## src/rtl/div_unit.sv

```systemverilog
// Iterative radix-2 divider for RV32M DIV/DIVU/REM/REMU, one quotient bit per cycle.
// Latency: div_done in the cycle after edge E0+XLEN+1 (33 cycles); div-by-zero/overflow after E0.
// Backpressure: none queued; div_start is only sampled while idle, div_busy stalls the core.
//
// Ports:
//   clk, rst_n     clock and asynchronous active-low reset
//   div_start      decoder request, accepted only in IDLE with div_op[2]=1 and no div_kill
//   div_op[2:0]    100 DIV, 101 DIVU, 110 REM, 111 REMU
//   div_kill       pipeline flush; aborts the operation in flight / blocks an accept
//   rs1_val        dividend
//   rs2_val        divisor
//   rd_in          destination register tag
//   div_busy       high from the accept edge through the done cycle
//   div_done       one-cycle pulse, div_result/div_rd valid
//   div_result     quotient or remainder, held until the next result
//   div_rd         tag captured at accept
// All outputs come straight from flops.
module div_unit #(
  parameter int XLEN  = 32,
  parameter int CNT_W = 6
) (
  input  logic            clk,
  input  logic            rst_n,
  input  logic            div_start,
  input  logic [2:0]      div_op,
  input  logic            div_kill,
  input  logic [XLEN-1:0] rs1_val,
  input  logic [XLEN-1:0] rs2_val,
  input  logic [4:0]      rd_in,
  output logic            div_busy,
  output logic            div_done,
  output logic [XLEN-1:0] div_result,
  output logic [4:0]      div_rd
);

  localparam logic [1:0] ST_IDLE = 2'd0;
  localparam logic [1:0] ST_CALC = 2'd1;
  localparam logic [1:0] ST_DONE = 2'd2;

  localparam logic [CNT_W-1:0] CNT_LAST = CNT_W'(XLEN);
  localparam logic [XLEN-1:0]  INT_MIN  = {1'b1, {(XLEN-1){1'b0}}};

  // State registers
  logic [1:0]      state_q, state_d;
  logic [CNT_W-1:0] count_q, count_d;
  logic [XLEN-1:0] rem_q, rem_d;     // partial remainder (always < divisor between steps)
  logic [XLEN-1:0] quo_q, quo_d;     // dividend shifting out, quotient shifting in
  logic [XLEN-1:0] dvsr_q, dvsr_d;   // |divisor|
  logic            is_rem_q, is_rem_d;
  logic            neg_quo_q, neg_quo_d;
  logic            neg_rem_q, neg_rem_d;
  logic [4:0]      rd_q, rd_d;
  logic            busy_q, busy_d;
  logic            done_q, done_d;
  logic [XLEN-1:0] result_q, result_d;

  // Combinational helpers
  logic            accept;
  logic            op_signed;
  logic            a_neg, b_neg;
  logic [XLEN-1:0] a_abs, b_abs;
  logic            div_zero;
  logic            div_ovf;
  logic [XLEN:0]   rem_shift;        // one bit wider so the compare cannot overflow
  logic [XLEN-1:0] quo_shift;
  logic [XLEN-1:0] quo_fix, rem_fix;

  always_comb begin
    state_d   = state_q;
    count_d   = count_q;
    rem_d     = rem_q;
    quo_d     = quo_q;
    dvsr_d    = dvsr_q;
    is_rem_d  = is_rem_q;
    neg_quo_d = neg_quo_q;
    neg_rem_d = neg_rem_q;
    rd_d      = rd_q;
    busy_d    = busy_q;
    done_d    = 1'b0;
    result_d  = result_q;

    accept    = (state_q == ST_IDLE) && div_start && div_op[2] && !div_kill;
    op_signed = ~div_op[0];
    a_neg     = op_signed & rs1_val[XLEN-1];
    b_neg     = op_signed & rs2_val[XLEN-1];
    a_abs     = a_neg ? (~rs1_val + 1'b1) : rs1_val;
    b_abs     = b_neg ? (~rs2_val + 1'b1) : rs2_val;
    div_zero  = (rs2_val == '0);
    div_ovf   = op_signed && (rs1_val == INT_MIN) && (rs2_val == '1);

    // One restoring step: shift {R,Q} left, subtract the divisor when it fits.
    rem_shift = {rem_q, quo_q[XLEN-1]};
    quo_shift = {quo_q[XLEN-2:0], 1'b0};

    // Sign fix-up of the finished magnitudes.
    quo_fix   = neg_quo_q ? (~quo_q + 1'b1) : quo_q;
    rem_fix   = neg_rem_q ? (~rem_q + 1'b1) : rem_q;

    case (state_q)
      ST_IDLE: begin
        if (accept) begin
          rd_d     = rd_in;
          is_rem_d = div_op[1];
          busy_d   = 1'b1;
          if (div_zero) begin
            // x/0: quotient all ones, remainder is the dividend
            state_d  = ST_DONE;
            done_d   = 1'b1;
            result_d = div_op[1] ? rs1_val : '1;
          end else if (div_ovf) begin
            // INT_MIN / -1: quotient wraps to INT_MIN, remainder 0
            state_d  = ST_DONE;
            done_d   = 1'b1;
            result_d = div_op[1] ? '0 : rs1_val;
          end else begin
            state_d   = ST_CALC;
            count_d   = '0;
            rem_d     = '0;
            quo_d     = a_abs;
            dvsr_d    = b_abs;
            neg_quo_d = a_neg ^ b_neg;
            neg_rem_d = a_neg;
          end
        end
      end

      ST_CALC: begin
        if (div_kill) begin
          state_d = ST_IDLE;
          busy_d  = 1'b0;
        end else if (count_q == CNT_LAST) begin
          // All quotient bits are in; register the signed result.
          state_d  = ST_DONE;
          done_d   = 1'b1;
          result_d = is_rem_q ? rem_fix : quo_fix;
        end else begin
          count_d = count_q + 1'b1;
          if (rem_shift >= {1'b0, dvsr_q}) begin
            // The difference is below the divisor, so the low XLEN bits hold it exactly.
            rem_d = rem_shift[XLEN-1:0] - dvsr_q;
            quo_d = {quo_shift[XLEN-1:1], 1'b1};
          end else begin
            rem_d = rem_shift[XLEN-1:0];
            quo_d = quo_shift;
          end
        end
      end

      ST_DONE: begin
        // The done pulse lasts exactly this cycle; a kill here changes nothing further.
        state_d = ST_IDLE;
        busy_d  = 1'b0;
      end

      default: begin
        state_d = ST_IDLE;
        busy_d  = 1'b0;
      end
    endcase
  end

  always_ff @(posedge clk or negedge rst_n) begin
    if (!rst_n) begin
      state_q   <= ST_IDLE;
      count_q   <= '0;
      rem_q     <= '0;
      quo_q     <= '0;
      dvsr_q    <= '0;
      is_rem_q  <= 1'b0;
      neg_quo_q <= 1'b0;
      neg_rem_q <= 1'b0;
      rd_q      <= '0;
      busy_q    <= 1'b0;
      done_q    <= 1'b0;
      result_q  <= '0;
    end else begin
      state_q   <= state_d;
      count_q   <= count_d;
      rem_q     <= rem_d;
      quo_q     <= quo_d;
      dvsr_q    <= dvsr_d;
      is_rem_q  <= is_rem_d;
      neg_quo_q <= neg_quo_d;
      neg_rem_q <= neg_rem_d;
      rd_q      <= rd_d;
      busy_q    <= busy_d;
      done_q    <= done_d;
      result_q  <= result_d;
    end
  end

  assign div_busy   = busy_q;
  assign div_done   = done_q;
  assign div_result = result_q;
  assign div_rd     = rd_q;

endmodule

```

## config.mk

```make
export PLATFORM = sky130hd
export DESIGN_NAME = div_unit
export DESIGN_NICKNAME = d
export VERILOG_FILES = /design/src/rtl/div_unit.sv
export SDC_FILE = /design/constraint.sdc
export NUM_CORES = 1
export LEC_CHECK = 0
export BUFFER_PORTS_ARGS = -buffer_cell sky130_fd_sc_hd__buf_2
export CAP_MARGIN = 30
export CORE_ASPECT_RATIO = 1.75
export CORE_MARGIN = 1.5
export CORE_UTILIZATION = 54
export CTS_BUF_LIST = sky130_fd_sc_hd__clkbuf_4 sky130_fd_sc_hd__clkbuf_8 sky130_fd_sc_hd__clkbuf_16
export CTS_CLUSTER_SIZE = 20
export DETAILED_ROUTE_END_ITERATION = 10
export PLACE_DENSITY = 0.83
export SYNTH_ARGS = -nofsm -noshare
export SYNTH_HDL_FRONTEND = slang
export SYNTH_SLANG_ARGS = --single-unit
```

## constraint.sdc

```tcl
create_clock -name clk -period 3.55 [get_ports clk]
set_input_delay 0.355 -clock clk [delete_from_list [all_inputs] [get_ports clk]]
set_output_delay 0.355 -clock clk [all_outputs]
set_load 0.02 [all_outputs]
```

# [Word-level counts from Yosys, hierarchy flattened]
# Index checks and enable logic that the tools add are counted.
[op_classes] addsub=6 magnitude_cmp=1 n_eq_ne=13 mux=48 bitwise_logic=10 reduce_logical=15
[op_table] cell="two-way mux 32 bit" count=23
[op_table] cell="one-hot mux 32 bit (2 select lines)" count=3
[op_table] cell="adder 32 x 1 -> 32 bit, second input constant" count=4
[op_table] cell="NOT 32 bit" count=4
[op_table] cell="== test 32 bit, second input constant" count=2
[op_table] cell="greater-or-equal comparator 33 x 32 -> 1 bit" count=1
[op_table] cell="zero test 32 bit" count=1
[op_table] cell="subtractor 32 bit" count=1
[op_table] cell="two-way mux 6 bit" count=5
[op_table] cell="inequality test 2 bit, second input constant" count=7
[op_table] cell="one-hot mux 6 bit (2 select lines)" count=1
[op_table] cell="two-way mux 2 bit" count=5
[op_table] cell="two-way mux 1 bit" count=8
[op_table] cell="adder 6 x 1 -> 6 bit, second input constant" count=1
[op_table] cell="== test 6 bit, second input constant" count=1
[op_table] cell="inequality test 3 bit, second input constant" count=2
[op_table] cell="AND reduction 2 bit" count=3
[op_table] cell="AND reduction 6 bit" count=1
[op_table] cell="logical AND 1 bit" count=5
[op_table] cell="AND reduction 5 bit" count=1
[op_table] cell="one-hot mux 1 bit (2 select lines)" count=2
[op_table] cell="one-hot mux 2 bit (2 select lines)" count=1
[op_table] cell="AND reduction 4 bit" count=1
[op_table] cell="NOT 1 bit" count=3
[op_table] cell="6 further kinds" count=7
[word_totals] register_bits=146 in_bits=76 out_inout_bits=39 elab_cells=105

# [Depth between registers and ports, before layout]
# Gate-level depths: netlist (run 1).
[logic_depth] word_depth=7 mapped_depth=13

# [Worst setup path before layout (run 1)]
# No wires, ideal clock.
[synth_path] path_kind="reg-to-reg" start="reg rem_q[20]" end="reg rem_q[10]" setup_ps=132 arrival_ps=2856 required_ps=3418 setup_slack_ps=562 path_stages_with_launch=12 path_buffers=1 synth_period_minus_slack_ps=2988 path_cell_list="dfrtp_1 ha_1 and2_1 nor2b_1 nand2_1 or4_1 o41ai_1 a21oi_1 o31ai_2 buf_4 mux2i_1 o21ai_1"
[synth_via] elab_chain_cells=5
[synth_lines] item="start, declared" line="46" rtl="logic [XLEN-1:0] rem_q, rem_d;"
[synth_lines] item="start signal, assigned" line="179" rtl="rem_q <= rem_d;"
[synth_lines] item="greater-or-equal comparator 33 x 32 -> 1 bit" line="138" rtl="if (rem_shift >= {1'b0, dvsr_q}) begin"
[synth_lines] item="two-way mux 32 bit" line="138"
[synth_lines] item="two-way mux 32 bit" line="131" rtl="end else if (count_q == CNT_LAST) begin"
[synth_lines] item="two-way mux 32 bit" line="128" rtl="if (div_kill) begin"
[synth_lines] item="one-hot mux 32 bit (2 select lines)" line="99" rtl="case (state_q)"
# Every way passes these cells. The select of a mux whose other input is x is not followed.
# A chain may end at the register's enable or synchronous reset.

# [Final worst setup path (run 1)]
[layout_path] start="reg rem_q[6]" end="reg rem_q[19]"
[layout_via] elab_chain_cells=5 word_cells_on_any_way=6 cone_classes="add/sub: 1; order compare: 1; mux: 4"
[layout_lines] item="subtractor 32 bit or greater-or-equal comparator 33 x 32 -> 1 bit (tied branches)" line="140, 138"
[layout_lines] item="two-way mux 32 bit *" line="138"
[layout_lines] item="two-way mux 32 bit *" line="131"
[layout_lines] item="two-way mux 32 bit *" line="128"
[layout_lines] item="one-hot mux 32 bit (2 select lines) *" line="99"
# Mark *: on every way between the ends. The rest lies on a longest branch, timed or not. The select of a mux whose other input is x is not followed.

==> flow_summary_export.csv, run 1 <==
group,metric,value,unit
outcome,status,"finished, final reports clean",
synth,yosysSeqAreaShare,0.333,
synth,synth_area_leaders,"dfrtp_1, xnor2_1, xor2_1, nand2_1, ha_1",
cts,post_cts.repair.setup_buffers,0,
cts,cts_sinks,146,
route,drtIter0Drc,997,
cts,tritoncts,"yes",
synth,postSynthAreaPerCell,8.29,µm²
final_layout,area_delta_synth_final,15.0,%
die,std_cell_rows,68,
grt,grt_usage,0.303,
route,wirelength,32200,µm
synth,ys.flop_type,"dfrtp_1",
timing,hold_viol_final,0,
cts,h-tree-depth,4,
cts,cts_made_buffers,17,
placement,dpl.cell_count,1657,
route,wl_per_cell,19.1,µm
synth,synth_edf_count,0,
cts,clockBufferDepth,2,
grt,grt_first_pass_wirelength,51400,µm
timing,fin_tns_setup,0,ns
power,ir_drop,0.000512,V
critical_path,crit_path_max_fanout,16,
timing,finalClockSkew,0.00804,ns
critical_path,crit_chain,"ha_1 > and2_1 > and4_1 > nand3_1 > or4_1 > o41ai_1 > a21oi_1 > o31ai_4 > buf_12 > buf_4 > mux2i_1 > o21ai_1",
critical_path,max_stage_delay,0.52,ns
timing,fin_crit_sh,0.946,
synth,synth_top_area_frac,0.333,
die,dieArea,21200,µm²
power,power_leakage,5.58,nW
timing,slew_violations,0,
die,io_pins,115,
route,via_per_inst,6.29,
route,vias,10600,
cts,cts_root_buf,"clkbuf_16",
cts,clk_latency,0.44,ns
timing,timing.fmax,0.298,GHz
hold_path,min_path_type,"in -> reg",
timing,finalCriticalPeriod,3.36,ns
final_layout,antenna_cells,0,
synth,synth_commonest_cells,"dfrtp_1, nand2_1, nor2_1",
synth,yosys_register_bits,146,
synth,ys_types,72,
grt,grt_pass1_vias,10300,
placement,gp_congestion,0.932,
critical_path,worst_setup_path_start_kind,"register",
synth,syn_area,11000,µm²
placement,numPortBuffers,114,
cts,path_clk_slew,0.06,ns
synth,synth_fp_nets,1441,
power,power.density,731,nW/µm²
critical_path,crit_buf_inv,2,
critical_path,critPathTopFamily,"simple AND/OR/NAND/NOR gates",
route,route.detailed.drc,0,
timing,worst_slew_margin_rel,0.291,
final_layout,drive_above_1_share,0.157,
synth,yosys_warnings,0,
synth,synth_top_cell_by_area,"dfrtp_1",
critical_path,arrival,3.67,ns
placement,hpwl,23600,µm
route,dr.pass1.iters,6,
die,coreArea,19800,µm²
timing,setup_viol,0,
critical_path,crit_slowest_cell,"o41ai_1",
critical_path,required,3.87,ns
critical_path,cp-end-kind,"register",
timing,grt_setup_unrepaired,"false",
final_layout,fin_nets,1549,
grt,antenna_found_initial,0,
die,die_w,111,µm
synth,synthCells,1325,
die,start_util,0.554,
timing,worst_pin_slew,1.06,ns
final_layout,stdcell_count,1691,
grt,grt_remaining_overflow,0,
critical_path,crit_type,"reg -> reg",
grt,grt_max_degree,109,
cts,cts_resized,0,
synth,async_flop_share,1.00,
route,ant_nets,0,
die,die_h,192,µm
synth,synth_most_common_cell,"dfrtp_1",
flow_run,cap_violations,0,
cells by family after synthesis:
kind of cell / Yosys count / synth area share
xor+xnor: 150 / 0.120
compound gates: 402 / 0.236
simple gates: 406 / 0.177
flops: 146 / 0.333
buf+inv: 145 / 0.0539
mux: 36 / 0.0342
fa+ha+maj: 40 / 0.0463
registers in the layout, indices dropped and copies added, names as in the netlist:
| name | flops |
|---|---|
| count_q | 6 |
| div_busy | 1 |
| div_done | 1 |
| div_rd | 5 |
| div_result | 32 |
| dvsr_q | 32 |
| is_rem_q | 1 |
| neg_quo_q | 1 |
| neg_rem_q | 1 |
| quo_q | 32 |
| rem_q | 32 |
| state_q | 2 |
cells in the final DEF, fill, tap and decap left out, types with 18 or more instances in the layout:
cell	instances
a21oi_1	77
a221o_1	18
buf_2	113
buf_4	43
dfrtp_1	146
ha_1	39
inv_1	69
mux2i_1	27
nand2_1	145
nand3_1	45
nor2_1	95
nor3_1	19
o211ai_1	26
o21ai_0	92
o21ai_1	47
o31ai_1	30
xnor2_1	76
xor2_1	74
report_power, final:
group          total, mW  internal (mW)  switching (mW)
Clock               1.81           1.10           0.716
Combinational       4.86           2.08            2.79
Sequential          2.54           2.02           0.519
per-layer routing:
layer,GRT usage,up-vias,part of all wire
met5,0,-,0
met3,0.0435,155,0.060
li1,-,4977,-
met1,0.331,4987,0.37
met2,0.535,524,0.50
met4,0.223,0,0.067
cell type report:
cell class	count	area, µm²
multi-input cells	1034	6780
fillers	1678	7200
flip-flops and latches	146	3650
repair buffers	164	1040
well taps	245	307
inverters	70	263
clock buffers	23	483
clock inverters	9	106
final timing paths:
check,slack [ns],endpoint,depth (start not counted),from
max,0.19,rem_q[19],12,rem_q[6]
min,0.15,div_rd[3],2,rd_in[3]
max reg2reg,0.19,rem_q[19],12,rem_q[6]
min reg2reg,0.47,div_busy,1,state_q[1]
max in group asynchronous,2.20,div_rd[0],4,rst_n
min in group asynchronous,0.34,dvsr_q[8],2,rst_n
stage by stage:
stage	util	power (mW)	hold slack, ns	cell area [µm²]	setup WS, ns
5_1_grt	0.637	9.80	0.152	12600	0.00521
2_1_floorplan	-	5.92	0.0594	11000	0.562
3_5_place_dp	0.605	7.28	0.461	12000	0.248
3_3_place_gp	0.604	7.17	0.454	12000	0.292
4_1_cts	0.635	9.12	0.108	12600	0.228
6_report	0.637	9.22	0.148	12600	0.193
what timing repair did:
item | CTS | global route
setup endpoints to repair | 0 | 6
hold endpoints to repair | 0 | 21
hold buffers | 0 | 1
Note: power is estimated with default switching activity, not from simulation.
==> inputs of run 2 (changes only) <==
--- a/config.mk
+++ b/config.mk
@@ -5,6 +5,7 @@
 export SDC_FILE = /design/constraint.sdc
 export NUM_CORES = 1
 export LEC_CHECK = 0
+export ABC_AREA = 1
 export BUFFER_PORTS_ARGS = -buffer_cell sky130_fd_sc_hd__buf_2
 export CAP_MARGIN = 30
 export CORE_ASPECT_RATIO = 1.75
@@ -13,7 +14,7 @@
 export CTS_BUF_LIST = sky130_fd_sc_hd__clkbuf_4 sky130_fd_sc_hd__clkbuf_8 sky130_fd_sc_hd__clkbuf_16
 export CTS_CLUSTER_SIZE = 20
 export DETAILED_ROUTE_END_ITERATION = 10
-export PLACE_DENSITY = 0.83
+export PLACE_DENSITY = 0.82
 export SYNTH_ARGS = -nofsm -noshare
 export SYNTH_HDL_FRONTEND = slang
 export SYNTH_SLANG_ARGS = --single-unit
==> flow_summary_export.csv, run 2 <==
group,metric,value,unit
synth,yosysSeqAreaShare,0.270,
synth,muxShareOfSynthArea,0,
outcome,status,"finished, final reports clean",
critical_path,crit_buf_inv,1,
placement,hpwl,40800,µm
final_layout,antenna_cells,0,
placement,dpl_cell_area,14400,µm²
timing,fin_tns_setup,0,ns
grt,grt_first_pass_wirelength,79500,µm
critical_path,crit_slowest_cell,"nand2_2",
grt,grt_pass1_vias,14900,
critical_path,crit_top_cell,"nand2_1",
synth,synth_fp_nets,2400,
timing,grt_setup_unrepaired,"false",
power,power_leakage,8.06,nW
synth,ys.flop_type,"dfrtp_1",
route,wirelength,51700,µm
critical_path,max_stage_delay,0.53,ns
timing,worst_slew_margin_rel,0.490,
grt,grt_max_degree,80,
critical_path,critPathTopFamily,"simple AND/OR/NAND/NOR gates",
final_layout,mostFrequentLayoutCell,"nand2_1",
grt,antenna_found_initial,0,
synth,postSynthAreaPerCell,5.93,µm²
route,vias,15600,
die,coreArea,24600,µm²
timing,finalCriticalPeriod,2.95,ns
synth,synthAdderAreaFrac,0.0375,
synth,yosys_warnings,0,
synth,ys_types,42,
final_layout,area_delta_synth_final,10.1,%
cts,cts_made_buffers,17,
timing,worst_pin_slew,0.764,ns
cts,clockBufferDepth,2,
timing,fin_crit_sh,0.831,
critical_path,crit_path_max_fanout,33,
final_layout,stdcell_count,2686,
hold_path,min_path_type,"in -> reg",
critical_path,crit_type,"reg -> reg",
timing,finalClockSkew,0.00875,ns
critical_path,arrival,3.28,ns
cts,cts_root_buf,"clkbuf_16",
cts,tritoncts,"yes",
placement,pre_cts_slack,0.718,ns
synth,synthCells,2284,
placement,numPortBuffers,114,
die,die_w,123,µm
cts,path_clk_slew,0.06,ns
synth,synth_compound_area_frac,0.100,
timing,finalWorstSetupSlack,0.599,ns
cts,h-tree-depth,4,
synth,synth_top_area_frac,0.270,
final_layout,fin_area,14900,µm²
cts,post_cts.repair.setup_buffers,0,
synth,synth_edf_count,0,
final_layout,mostFrequentLayoutCells,"nand2_1, nand3_1, inv_1",
route,dr.pass1.iters,6,
synth,syn_area,13600,µm²
die,io_pins,115,
critical_path,cp-end-kind,"register",
critical_path,worst_setup_path_start_kind,"register",
power,ir_drop,0.000413,V
route,drtIter0Drc,1505,
critical_path,crit_chain,"inv_1 > ha_1 > nand2_1 > nor2_1 > nand2_1 > nor2_1 > nand2_1 > nor2_1 > nor2_2 > nand2_2 > nand3_1 > nand3_1 > nand2_1",
synth,synth_top_cell_by_area,"dfrtp_1",
route,route.detailed.drc,0,
placement,dpl.cell_count,2653,
final_layout,drive_above_1_share,0.0842,
power,p_total,11.0,mW
synth,synth_area_leaders,"dfrtp_1, nand2_1, nand3_1, inv_1, nor2_1",
die,std_cell_rows,76,
timing,slew_violations,0,
timing,timing.fmax,0.339,GHz
final_layout,fin_util,0.606,
synth,yosys_register_bits,146,
route,wl_per_cell,19.3,µm
grt,grt_usage,0.408,
die,dieArea,26100,µm²
route,ant_nets,0,
timing,setup_viol,0,
placement,gp_congestion,1.14,
route,via_per_inst,5.80,
die,die_h,213,µm
flow_run,cap_violations,0,
synth,async_flop_share,1.00,
critical_path,required,3.88,ns
synth,synth_xor_area_frac,0.0381,
cts,cts_resized,0,
cts,clk_latency,0.44,ns
synth,synth_most_common_cell,"nand2_1",
cts,cts_sinks,146,
synth,synth_commonest_cells,"nand2_1, nand3_1, inv_1",
synth,synth_top_family_by_area,"simple AND/OR/NAND/NOR gates",
synth,synth-simple-area-share,0.449,
die,start_util,0.550,
final_layout,fin_nets,2477,
grt,grt_remaining_overflow,0,
power,power.density,736,nW/µm²
timing,whs,0.108,ns
timing,hold_viol_final,0,
[run 2: per-layer routing]
metal | track usage | share of wire | vias up
li1 | - | - | 7508
met1 | 0.407 | 0.33 | 7050
met2 | 0.689 | 0.48 | 776
met3 | 0.0660 | 0.062 | 258
met4 | 0.413 | 0.12 | 0
met5 | 0 | 0 | -
[run 2: cell type report]
class,count,area (µm²)
repair buffers,136,777
flip-flops and latches,146,3650
multi-input cells,1779,8490
inverters,281,1060
clock inverters,11,81.3
fillers,2428,9710
clock buffers,21,474
well taps,312,390
[run 2: path summary, 6_finish.rpt]
check                           cells after the start           start  slack [ns]             end
worst max register to register                     13      dvsr_q[31]        0.60       rem_q[24]
worst min-delay path                                3        rd_in[2]        0.11       div_rd[2]
worst min register to register                      2  div_result[24]        0.47  div_result[24]
max in group asynchronous                           3           rst_n        2.18       rem_q[27]
min in group asynchronous                           2           rst_n        0.50       quo_q[15]
worst max-delay path                               13      dvsr_q[31]        0.60       rem_q[24]
[run 2: power breakdown]
group,total [mW],switching (mW),internal (mW)
registers,2.65,0.576,2.08
logic,6.60,4.52,2.08
clock network,1.72,0.764,0.956
[run 2: worst register-to-register path, delay by kind of cell, from the launching register on]
family | cells | cell delay, ns
buf+inv | 1 | 0.14
fa+ha+maj | 1 | 0.38
simple gates | 11 | 1.96
flops | 1 | 0.36
[run 2: repair_timing]
action	4_1_cts	5_1_grt
hold buffers	1	0
hold endpoints to repair	19	0
setup endpoints to repair	0	0
[run 2: cells by family after synthesis]
family,after synthesis
compound gates,257
flops,146
simple gates,1423
fa+ha+maj,40
xor+xnor,59
buf+inv,359
